**src/rtl/pc_seq_if.sv**
```systemverilog
// Run handshake, event strobes, branch-table write port and status outputs
// of the program sequencer, bundled for connection to the core top level.
interface pc_seq_if #(
  parameter int D  = 8,
  parameter int LW = 5
);
  logic          req;
  logic          halt;
  logic          stall;
  logic          branch;
  logic          br_rel;
  logic [LW-1:0] br_idx;
  logic          call;
  logic          ret;
  logic          lut_we;
  logic [LW-1:0] lut_waddr;
  logic [D-1:0]  lut_wdata;
  logic [D-1:0]  prog_ctr;
  logic          running;
  logic          done;
  logic          err;
  logic [15:0]   cyc_cnt;

  // Control/decode side drives events and reads status.
  modport master (
    output req, halt, stall, branch, br_rel, br_idx, call, ret,
           lut_we, lut_waddr, lut_wdata,
    input  prog_ctr, running, done, err, cyc_cnt
  );

  // Sequencer side.
  modport slave (
    input  req, halt, stall, branch, br_rel, br_idx, call, ret,
           lut_we, lut_waddr, lut_wdata,
    output prog_ctr, running, done, err, cyc_cnt
  );
endinterface

```
**src/rtl/pc_seq.sv**
```systemverilog
// Program sequencer: IDLE/RUN/DONE run handshake, program counter with
// absolute/relative branches through a writable target table, stall,
// saturating RUN cycle counter.
// Optional hardware call/return stack: define CALL_STACK_EN.
module pc_seq #(
  parameter int D  = 8,
  parameter int LW = 5,
  parameter int SD = 4
) (
  input logic     clk,
  input logic     reset,
  pc_seq_if.slave bus
);
  localparam int NE = 1 << LW;

  typedef enum logic [1:0] {S_IDLE, S_RUN, S_DONE} state_t;

  state_t       state_reg;
  logic [D-1:0] pc_reg;
  logic         running_reg;
  logic         done_reg;
  logic [15:0]  cyc_reg;
  logic [D-1:0] lut_reg [NE];

  logic [D-1:0] lut_rd;
  logic [D-1:0] pc_inc;
  logic [D-1:0] br_target;

  // A depth below one is meaningless; this keeps SD part of every build.
  if (SD < 1) begin : g_sd_invalid
  end

  assign lut_rd    = lut_reg[bus.br_idx];
  assign pc_inc    = pc_reg + D'(1);
  // Relative targets wrap modulo 2^D by plain D-bit addition.
  assign br_target = bus.br_rel ? (pc_reg + lut_rd) : lut_rd;

  assign bus.prog_ctr = pc_reg;
  assign bus.running  = running_reg;
  assign bus.done     = done_reg;
  assign bus.cyc_cnt  = cyc_reg;

  // Branch table: cleared by reset, writable only while not running, so a
  // same-cycle read always sees the pre-write contents.
  always_ff @(posedge clk or negedge reset) begin
    if (!reset) begin
      for (int i = 0; i < NE; i++) lut_reg[i] <= '0;
    end else if (bus.lut_we && state_reg != S_RUN) begin
      lut_reg[bus.lut_waddr] <= bus.lut_wdata;
    end
  end

`ifdef CALL_STACK_EN
  localparam int AW = (SD > 1) ? $clog2(SD) : 1;
  localparam int PW = $clog2(SD + 1);

  logic [D-1:0]  stack_reg [SD];
  logic [PW-1:0] sp_reg;
  logic          err_reg;
  logic          stk_empty;
  logic          stk_full;
  logic          push_en;
  logic [D-1:0]  stk_top;

  assign stk_empty = (sp_reg == '0);
  assign stk_full  = (sp_reg == PW'(SD));
  assign stk_top   = stack_reg[AW'(sp_reg - PW'(1))];
  // A call only pushes when no higher-priority event wins and room exists.
  assign push_en   = (state_reg == S_RUN) && !bus.stall && !bus.halt &&
                     !bus.ret && bus.call && !stk_full;
  assign bus.err   = err_reg;

  // Return-address storage; emptiness is tracked by sp_reg alone.
  always_ff @(posedge clk) begin
    if (push_en) stack_reg[AW'(sp_reg)] <= pc_inc;
  end
`else
  assign bus.err = 1'b0;
`endif

  // Run-control FSM with registered PC, status and cycle counter.
  always_ff @(posedge clk or negedge reset) begin
    if (!reset) begin
      state_reg   <= S_IDLE;
      pc_reg      <= '0;
      running_reg <= 1'b0;
      done_reg    <= 1'b0;
      cyc_reg     <= '0;
`ifdef CALL_STACK_EN
      sp_reg      <= '0;
      err_reg     <= 1'b0;
`endif
    end else begin
      case (state_reg)
        S_IDLE: begin
          pc_reg <= '0;
          if (bus.req) begin
            state_reg   <= S_RUN;
            running_reg <= 1'b1;
            cyc_reg     <= '0;
`ifdef CALL_STACK_EN
            sp_reg      <= '0;
            err_reg     <= 1'b0;
`endif
          end
        end
        S_RUN: begin
          if (cyc_reg != 16'hFFFF) cyc_reg <= cyc_reg + 16'd1;
          if (!bus.stall) begin
            if (bus.halt) begin
              state_reg   <= S_DONE;
              running_reg <= 1'b0;
              done_reg    <= 1'b1;
            end
`ifdef CALL_STACK_EN
            else if (bus.ret) begin
              if (stk_empty) begin
                err_reg     <= 1'b1;
                state_reg   <= S_DONE;
                running_reg <= 1'b0;
                done_reg    <= 1'b1;
              end else begin
                pc_reg <= stk_top;
                sp_reg <= sp_reg - PW'(1);
              end
            end else if (bus.call) begin
              if (stk_full) begin
                err_reg     <= 1'b1;
                state_reg   <= S_DONE;
                running_reg <= 1'b0;
                done_reg    <= 1'b1;
              end else begin
                pc_reg <= lut_rd;
                sp_reg <= sp_reg + PW'(1);
              end
            end
`endif
            else if (bus.branch) begin
              pc_reg <= br_target;
            end else if (pc_reg == '1) begin
              // Last address executed: end of program, PC held.
              state_reg   <= S_DONE;
              running_reg <= 1'b0;
              done_reg    <= 1'b1;
            end else begin
              pc_reg <= pc_inc;
            end
          end
        end
        S_DONE: begin
          // A held req never relaunches; it must drop back through IDLE.
          if (!bus.req) begin
            state_reg <= S_IDLE;
            done_reg  <= 1'b0;
            pc_reg    <= '0;
          end
        end
        default: begin
          state_reg   <= S_IDLE;
          pc_reg      <= '0;
          running_reg <= 1'b0;
          done_reg    <= 1'b0;
        end
      endcase
    end
  end
endmodule
```
**src/flat_wrapper.sv**
```systemverilog
// flat-port wrapper written by rule: the top's interface ports become plain ports
module pc_seq_flat 
#(
  parameter int D  = 8,
  parameter int LW = 5,
  parameter int SD = 4
)
  (clk, reset, bus_req, bus_halt, bus_stall, bus_branch, bus_br_rel, bus_br_idx, bus_call, bus_ret, bus_lut_we, bus_lut_waddr, bus_lut_wdata, bus_prog_ctr, bus_running, bus_done, bus_err, bus_cyc_cnt);
  pc_seq_if #(.D(D), .LW(LW)) bus_i ();
  input logic clk;
  input logic reset;
  input wire logic [$bits(bus_i.req)-1:0] bus_req;
  input wire logic [$bits(bus_i.halt)-1:0] bus_halt;
  input wire logic [$bits(bus_i.stall)-1:0] bus_stall;
  input wire logic [$bits(bus_i.branch)-1:0] bus_branch;
  input wire logic [$bits(bus_i.br_rel)-1:0] bus_br_rel;
  input wire logic [$bits(bus_i.br_idx)-1:0] bus_br_idx;
  input wire logic [$bits(bus_i.call)-1:0] bus_call;
  input wire logic [$bits(bus_i.ret)-1:0] bus_ret;
  input wire logic [$bits(bus_i.lut_we)-1:0] bus_lut_we;
  input wire logic [$bits(bus_i.lut_waddr)-1:0] bus_lut_waddr;
  input wire logic [$bits(bus_i.lut_wdata)-1:0] bus_lut_wdata;
  output wire logic [$bits(bus_i.prog_ctr)-1:0] bus_prog_ctr;
  output wire logic [$bits(bus_i.running)-1:0] bus_running;
  output wire logic [$bits(bus_i.done)-1:0] bus_done;
  output wire logic [$bits(bus_i.err)-1:0] bus_err;
  output wire logic [$bits(bus_i.cyc_cnt)-1:0] bus_cyc_cnt;
  assign bus_i.req = bus_req;
  assign bus_i.halt = bus_halt;
  assign bus_i.stall = bus_stall;
  assign bus_i.branch = bus_branch;
  assign bus_i.br_rel = bus_br_rel;
  assign bus_i.br_idx = bus_br_idx;
  assign bus_i.call = bus_call;
  assign bus_i.ret = bus_ret;
  assign bus_i.lut_we = bus_lut_we;
  assign bus_i.lut_waddr = bus_lut_waddr;
  assign bus_i.lut_wdata = bus_lut_wdata;
  assign bus_prog_ctr = bus_i.prog_ctr;
  assign bus_running = bus_i.running;
  assign bus_done = bus_i.done;
  assign bus_err = bus_i.err;
  assign bus_cyc_cnt = bus_i.cyc_cnt;
  pc_seq #(.D(D), .LW(LW), .SD(SD)) u_core (.clk(clk), .reset(reset), .bus(bus_i));
endmodule
```
**config.mk**
```make
export PLATFORM = sky130hd
export DESIGN_NAME = pc_seq_flat
export DESIGN_NICKNAME = d
export VERILOG_FILES = /design/src/rtl/pc_seq_if.sv /design/src/rtl/pc_seq.sv /design/src/flat_wrapper.sv
export SDC_FILE = /design/constraint.sdc
export NUM_CORES = 1
export LEC_CHECK = 0
export CORE_ASPECT_RATIO = 1.25
export CORE_MARGIN = 2
export CORE_UTILIZATION = 30
export DETAILED_ROUTE_END_ITERATION = 7
export PLACE_DENSITY = 0.52
export SETUP_SLACK_MARGIN = 0.1
export SLEW_MARGIN = 20
export SYNTH_ARGS = -nofsm -noshare
export SYNTH_HDL_FRONTEND = slang
export SYNTH_SLANG_ARGS = --single-unit
```
**constraint.sdc**
```tcl
create_clock -name clk -period 4.1 [get_ports clk]
set_clock_uncertainty 0.15 [all_clocks]
set_input_delay 0.82 -clock clk [delete_from_list [all_inputs] [get_ports clk]]
set_output_delay 0.82 -clock clk [all_outputs]
set_load 0.01 [all_outputs]
```
==> flow_summary.ini, run 1 <==
[run_status]
outcome = finished, final reports clean

[floorplanning]
die_h_um = 241
start_util = 0.305
core_um2 = 44200
pin_count = 55
num_rows = 86
die_area_um2 = 46700
die_w_um = 194

[global_routing]
grt_pass1_wl_mm = 51.3
grt_pass1_vias = 8444
use_met1 = 0.188
grt_antenna_before_repair = 1
track_usage = 0.140
overflow = 0
top_usage_layer = met2
grt_util_met3 = 0.0194
grt_max_degree = 110
grtUsageMet2 = 0.241

[clock_network]
h-tree-depth = 1
cts_tree = yes
insertion_delay_ps = 560
root_buffer = clkbuf_16
clock_path_buffers = 3
clkSinkCount = 284
clk_pin_slew_worst_paths_ps = 60
cts_made_buffers = 30
ctsHoldBuffers = 0

[setup_path]
crit_path_start = bus_br_idx[0]
endpoint = u_core.bus.prog_ctr[7]
path_class = input pin to flop
cp.arrival_ps = 4140
ff2ff_path_depth = 10
cp_max_fo = 7
r2r_end = u_core.bus.prog_ctr[4]
reg2reg_slack_ps = 590
critPathLaunchType = input pin
worstSetupEndpointType = flop
r2r_start = u_core.lut_reg[136]
crit_required_ps = 4390

[synth]
avgSynthCellArea_um2 = 14.6
syn_inst = 923
postSynth.asyncResetShare = 1.00
synthDistinctLibCells = 47
yosysTopAreaCell = dfrtp_1
synth_commonest_cells = dfrtp_1, mux2_2, mux4_2
yosysWarnings = 0
yosysTopAreaCellShare = 0.527
synth_ff_type = dfrtp_1
seq_area_frac_synth = 0.527
netlist_area_um2 = 13500
synth_area_leaders = dfrtp_1, mux2_2, mux4_2, clkbuf_1, nor2_1
ys_ff_latch = 284
syn_nets = 961
synth.most_common_cell = dfrtp_1
synth_edf_count = 0

[job]
maxCapViolCount = 0

[power_and_ir_drop]
leakagePower_nw = 7.27
p_per_area_nw_per_um2 = 547
ir_drop_v = 0.000302

[finish]
final_util = 0.366
fin_nets = 1055
seq_area_um2 = 7110
postLayoutCellArea_um2 = 16200
nFillCells = 4198
antenna_cells = 0
largest_reg_flops = 256
syn_to_final_growth_pct = 20.0
layout-drive-gt1-share = 0.457
multi_input_area_um2 = 6110

[sta]
hold_viol_final = 0
setup_violations = 0
hold_ws_ps = 159
tightestPinTransition_ps = 1100
slew_headroom = 0.264
grt_setup_unrepaired = no
drv_slew = 0
fin_crit_sh = 0.938
setup_slack_ps = 253
finalCriticalPeriod_ps = 3850
max_freq_mhz = 260

[drt]
drc = 0
firstDrtPassIters = 4
routed_via_density = 4.93
ant_nets = 0
drt-total-wl_mm = 31.8
wl_per_cell_um = 19.7
drtIter0Drc = 341
vias = 7948

[min_path]
holdCritPathClass = input pin to asynchronous set/reset pin

[place]
dp_hpwl_mm = 22.0
place_area_um2 = 15100
pre_cts_ws_ps = -382
gp_congestion = 0.767
placement.io_buffers = 51
cells in the final DEF (no fill, tap or decap), types with 5 or more instances in the layout:
master	n
buf_2	5
clkbuf_16	31
ha_1	9
nand2_1	37
clkinv_2	5
a21oi_1	7
xnor2_1	12
o21ai_0	14
nor2_1	44
inv_1	11
nand3_1	18
xor2_1	5
buf_12	10
nand4_1	6
or3_1	6
clkdlybuf4s50_1	44
clkbuf_8	9
nor3_1	10
a21o_1	5
mux4_2	79
mux2_2	265
nor2b_1	5
dfrtp_1	284
buf_4	60
cell type report:
cell class,instances,share of cell area
clock buffer,42,0.0560
clock inverter,14,0.0115
inverter,11,0.00255
multi-input combinational,570,0.377
sequential,284,0.439
tap,572,0.0442
timing repair buffer,120,0.0698
metrics by stage:
stage | std cells | TNS, ps | power, mW
floorplan | 923 | 0 | 5.29
finish | 1613 | 0 | 8.86
global placement | 1556 | -991 | 5.91
global route | 1613 | 0 | 9.36
detailed placement | 1556 | -1070 | 5.99
CTS | 1612 | 0 | 8.99
worst min-delay path by stage:
stage                       start                  end  slack (ps)  cells past startpoint
3_3_place_gp   u_core.lut_reg[74]   u_core.lut_reg[74]         330                      1
3_5_place_dp   u_core.lut_reg[94]   u_core.lut_reg[94]         340                      1
5_1_grt                     reset  u_core.lut_reg[253]         220                      1
2_1_floorplan  u_core.lut_reg[63]   u_core.lut_reg[63]         320                      1
6_report                    reset  u_core.lut_reg[253]         160                      1
4_1_cts                     reset  u_core.lut_reg[253]         220                      1
kinds of logic after synthesis:
family                     share of synthesized area
muxes                                          0.356
DFF                                            0.527
and+or+nand+nor                               0.0503
buffers and inverters                         0.0206
AOI/OAI and AO/OA                             0.0253
xor gates and xnor gates                      0.0110
adders and majority gates                    0.00983
other                                       0.000278
power by group:
part           internal (mW)  switching (mW)  leakage (nW)
Clock                   1.79            1.16         0.538
Sequential              3.57           0.418          3.77
Combinational           1.17           0.740          2.96
Total                   6.54            2.31          7.27
routing by layer:
metal | vias to the layer above | wire length [um]
li1 | 3624 | -
met1 | 4183 | 14400
met2 | 103 | 15700
met3 | 36 | 1210
met4 | 2 | 511
met5 | - | 16
worst max-delay path, stage by stage:
cell	delay (ps)
buf_4	190
buf_4	220
mux4_2	570
mux4_2	520
mux2_2	320
ha_1	340
nand3_1	80
o211ai_1	270
mux2_2	370
o21ai_0	200
xnor2_1	140
o21ai_0	80
what timing repair did:
action | CTS | global route
setup buffers | 0 | 1
endpoints found under the setup margin | 0 | 1
endpoints found under the hold margin | 0 | 0
resized for setup | 0 | 1
Power figures use the tool's default switching activity.
==> run 2, diff against run 1 <==
--- a/config.mk
+++ b/config.mk
@@ -8,6 +8,7 @@
 export CORE_ASPECT_RATIO = 1.25
 export CORE_MARGIN = 2
 export CORE_UTILIZATION = 30
+export CTS_BUF_LIST = sky130_fd_sc_hd__clkbuf_16
 export DETAILED_ROUTE_END_ITERATION = 7
 export PLACE_DENSITY = 0.52
 export SETUP_SLACK_MARGIN = 0.1
==> flow_summary.ini, run 2 (synthesized netlist as in run 1, its figures left out) <==
[min_path]
holdCritPathClass = input pin to asynchronous set/reset pin

[clock_network]
insertion_delay_ps = 560
clkSinkCount = 284
ctsHoldBuffers = 0
cts_tree = yes
root_buffer = clkbuf_16
clock_path_buffers = 3
cts_resized = 0
clk_pin_slew_worst_paths_ps = 60
h-tree-depth = 1
cts_made_buffers = 30

[floorplanning]
pin_count = 55
die_area_um2 = 46700
start_util = 0.305
core_um2 = 44200
num_rows = 86
die_w_um = 194
die_h_um = 241

[power_and_ir_drop]
internal_power_mw = 6.37
leakagePower_nw = 7.22
p_seq_frac = 0.460
power.share.clock = 0.319
swShare = 0.267
ir_drop_v = 0.000303
comb_power_share = 0.221
p_per_area_nw_per_um2 = 539
power_switching_mw = 2.31

[global_routing]
grt_pass1_wl_mm = 51.3
track_usage = 0.140
grt_antenna_before_repair = 1
grt_max_degree = 110
overflow = 0
grt_pass1_vias = 8452

[finish]
antenna_cells = 0
mostFrequentLayoutCells = dfrtp_1, mux2_2, mux4_2
final_util = 0.364
layout-drive-gt1-share = 0.449
final_cells = 1613
fin_nets = 1055
nFillCells = 4208
syn_to_final_growth_pct = 19.4
final_common_cell = dfrtp_1
largest_reg_flops = 256

[sta]
tightestPinTransition_ps = 1090
finalCriticalPeriod_ps = 3850
drv_slew = 0
slew_headroom = 0.274
hold_ws_ps = 130
hold_viol_final = 0
grt_setup_unrepaired = no
setup_slack_ps = 249
fin_crit_sh = 0.939
setup_violations = 0
max_freq_mhz = 260

[setup_path]
slowest_delay_ps = 560
worstSetupEndpointType = flop
cp.arrival_ps = 4150
path_class = input pin to flop
ff2ff_path_depth = 10
cp_max_fo = 7
crit_required_ps = 4390
slowest_stage = mux4_2
critPathLaunchType = input pin
cp_cell_sequence = buf_4 -> buf_4 -> mux4_2 -> mux4_2 -> mux2_2 -> ha_1 -> nand3_1 -> o211ai_1 -> mux2_2 -> o21ai_0 -> xnor2_1 -> o21ai_0

[drt]
drtIter0Drc = 333
wl_per_cell_um = 19.8
ant_nets = 0
firstDrtPassIters = 4
drc = 0
routed_via_density = 4.96
drt-total-wl_mm = 31.9
vias = 7999

[place]
placement.io_buffers = 51
gp_congestion = 0.767
pre_cts_ws_ps = -382
dp_hpwl_mm = 22.0
place_inst = 1556

[job]
maxCapViolCount = 0

[run_status]
outcome = finished, final reports clean
## run 2: changes by cell type in the layout (fill, tap and decap cells not counted), sizes merged
cell    previous run  this run
inv               12        14
clkinv             7        16
clkbuf            42        31
## run 2: cell type report
class | instances | area, um^2 | share of cell area
inverter | 11 | 41.3 | 0.00256
tap | 572 | 716 | 0.0444
clock buffer | 31 | 776 | 0.0482
timing repair buffer | 120 | 1130 | 0.0702
clock inverter | 25 | 228 | 0.0141
sequential | 284 | 7110 | 0.441
multi-input combinational | 570 | 6110 | 0.379
## run 2: power groups by stage
stage	registers (mW)	clock network, mW	logic (mW)
final	3.99	2.77	1.92
after global routing	4.09	2.99	2.09
after CTS	4.00	2.87	1.95
after detailed placement	4.04	0	1.94
after global placement	4.01	0	1.90
after floorplan	3.89	0	1.40
## run 2: through the flow
| step | power, mW | setup TNS (ps) | instance area (um^2) |
|---|---|---|---|
| after CTS | 8.81 | 0 | 16100 |
| after floorplan | 5.29 | 0 | 13500 |
| after global placement | 5.91 | -991 | 15100 |
| final | 8.68 | 0 | 16100 |
| after detailed placement | 5.99 | -1070 | 15100 |
| after global routing | 9.18 | 0 | 16100 |
## run 2: worst paths after layout
path	from	end	slack (ps)
setup reg to reg	u_core.lut_reg[136]	u_core.bus.prog_ctr[4]	570
min in group clk	u_core.lut_reg[140]	u_core.lut_reg[140]	350
max in group asynchronous	reset	u_core.lut_reg[153]	2760
setup / recovery	bus_br_idx[0]	u_core.bus.prog_ctr[7]	250
hold reg to reg	u_core.lut_reg[140]	u_core.lut_reg[140]	350
hold / removal	reset	u_core.lut_reg[253]	130
## run 2: layer usage
layer,up-vias,track usage,wire length [um]
met2,101,0.240,15700
met5,-,0,16
met1,4235,0.188,14700
met4,2,0.0319,475
met3,35,0.0198,980
li1,3626,-,-
## run 2: critical path, delay by kind of cell
family                     cells  cell delay [ps]
buffers and inverters          2              420
muxes                          4             1770
adders and majority gates      1              350
xor gates and xnor gates       1              140
AOI/OAI and AO/OA              3              560
and+or+nand+nor                1               80
## run 2: repair_timing
action / 4_1_cts / 5_1_grt
setup endpoints to repair: 0 / 1
endpoints found under the hold margin: 0 / 0
buffers inserted: 0 / 1
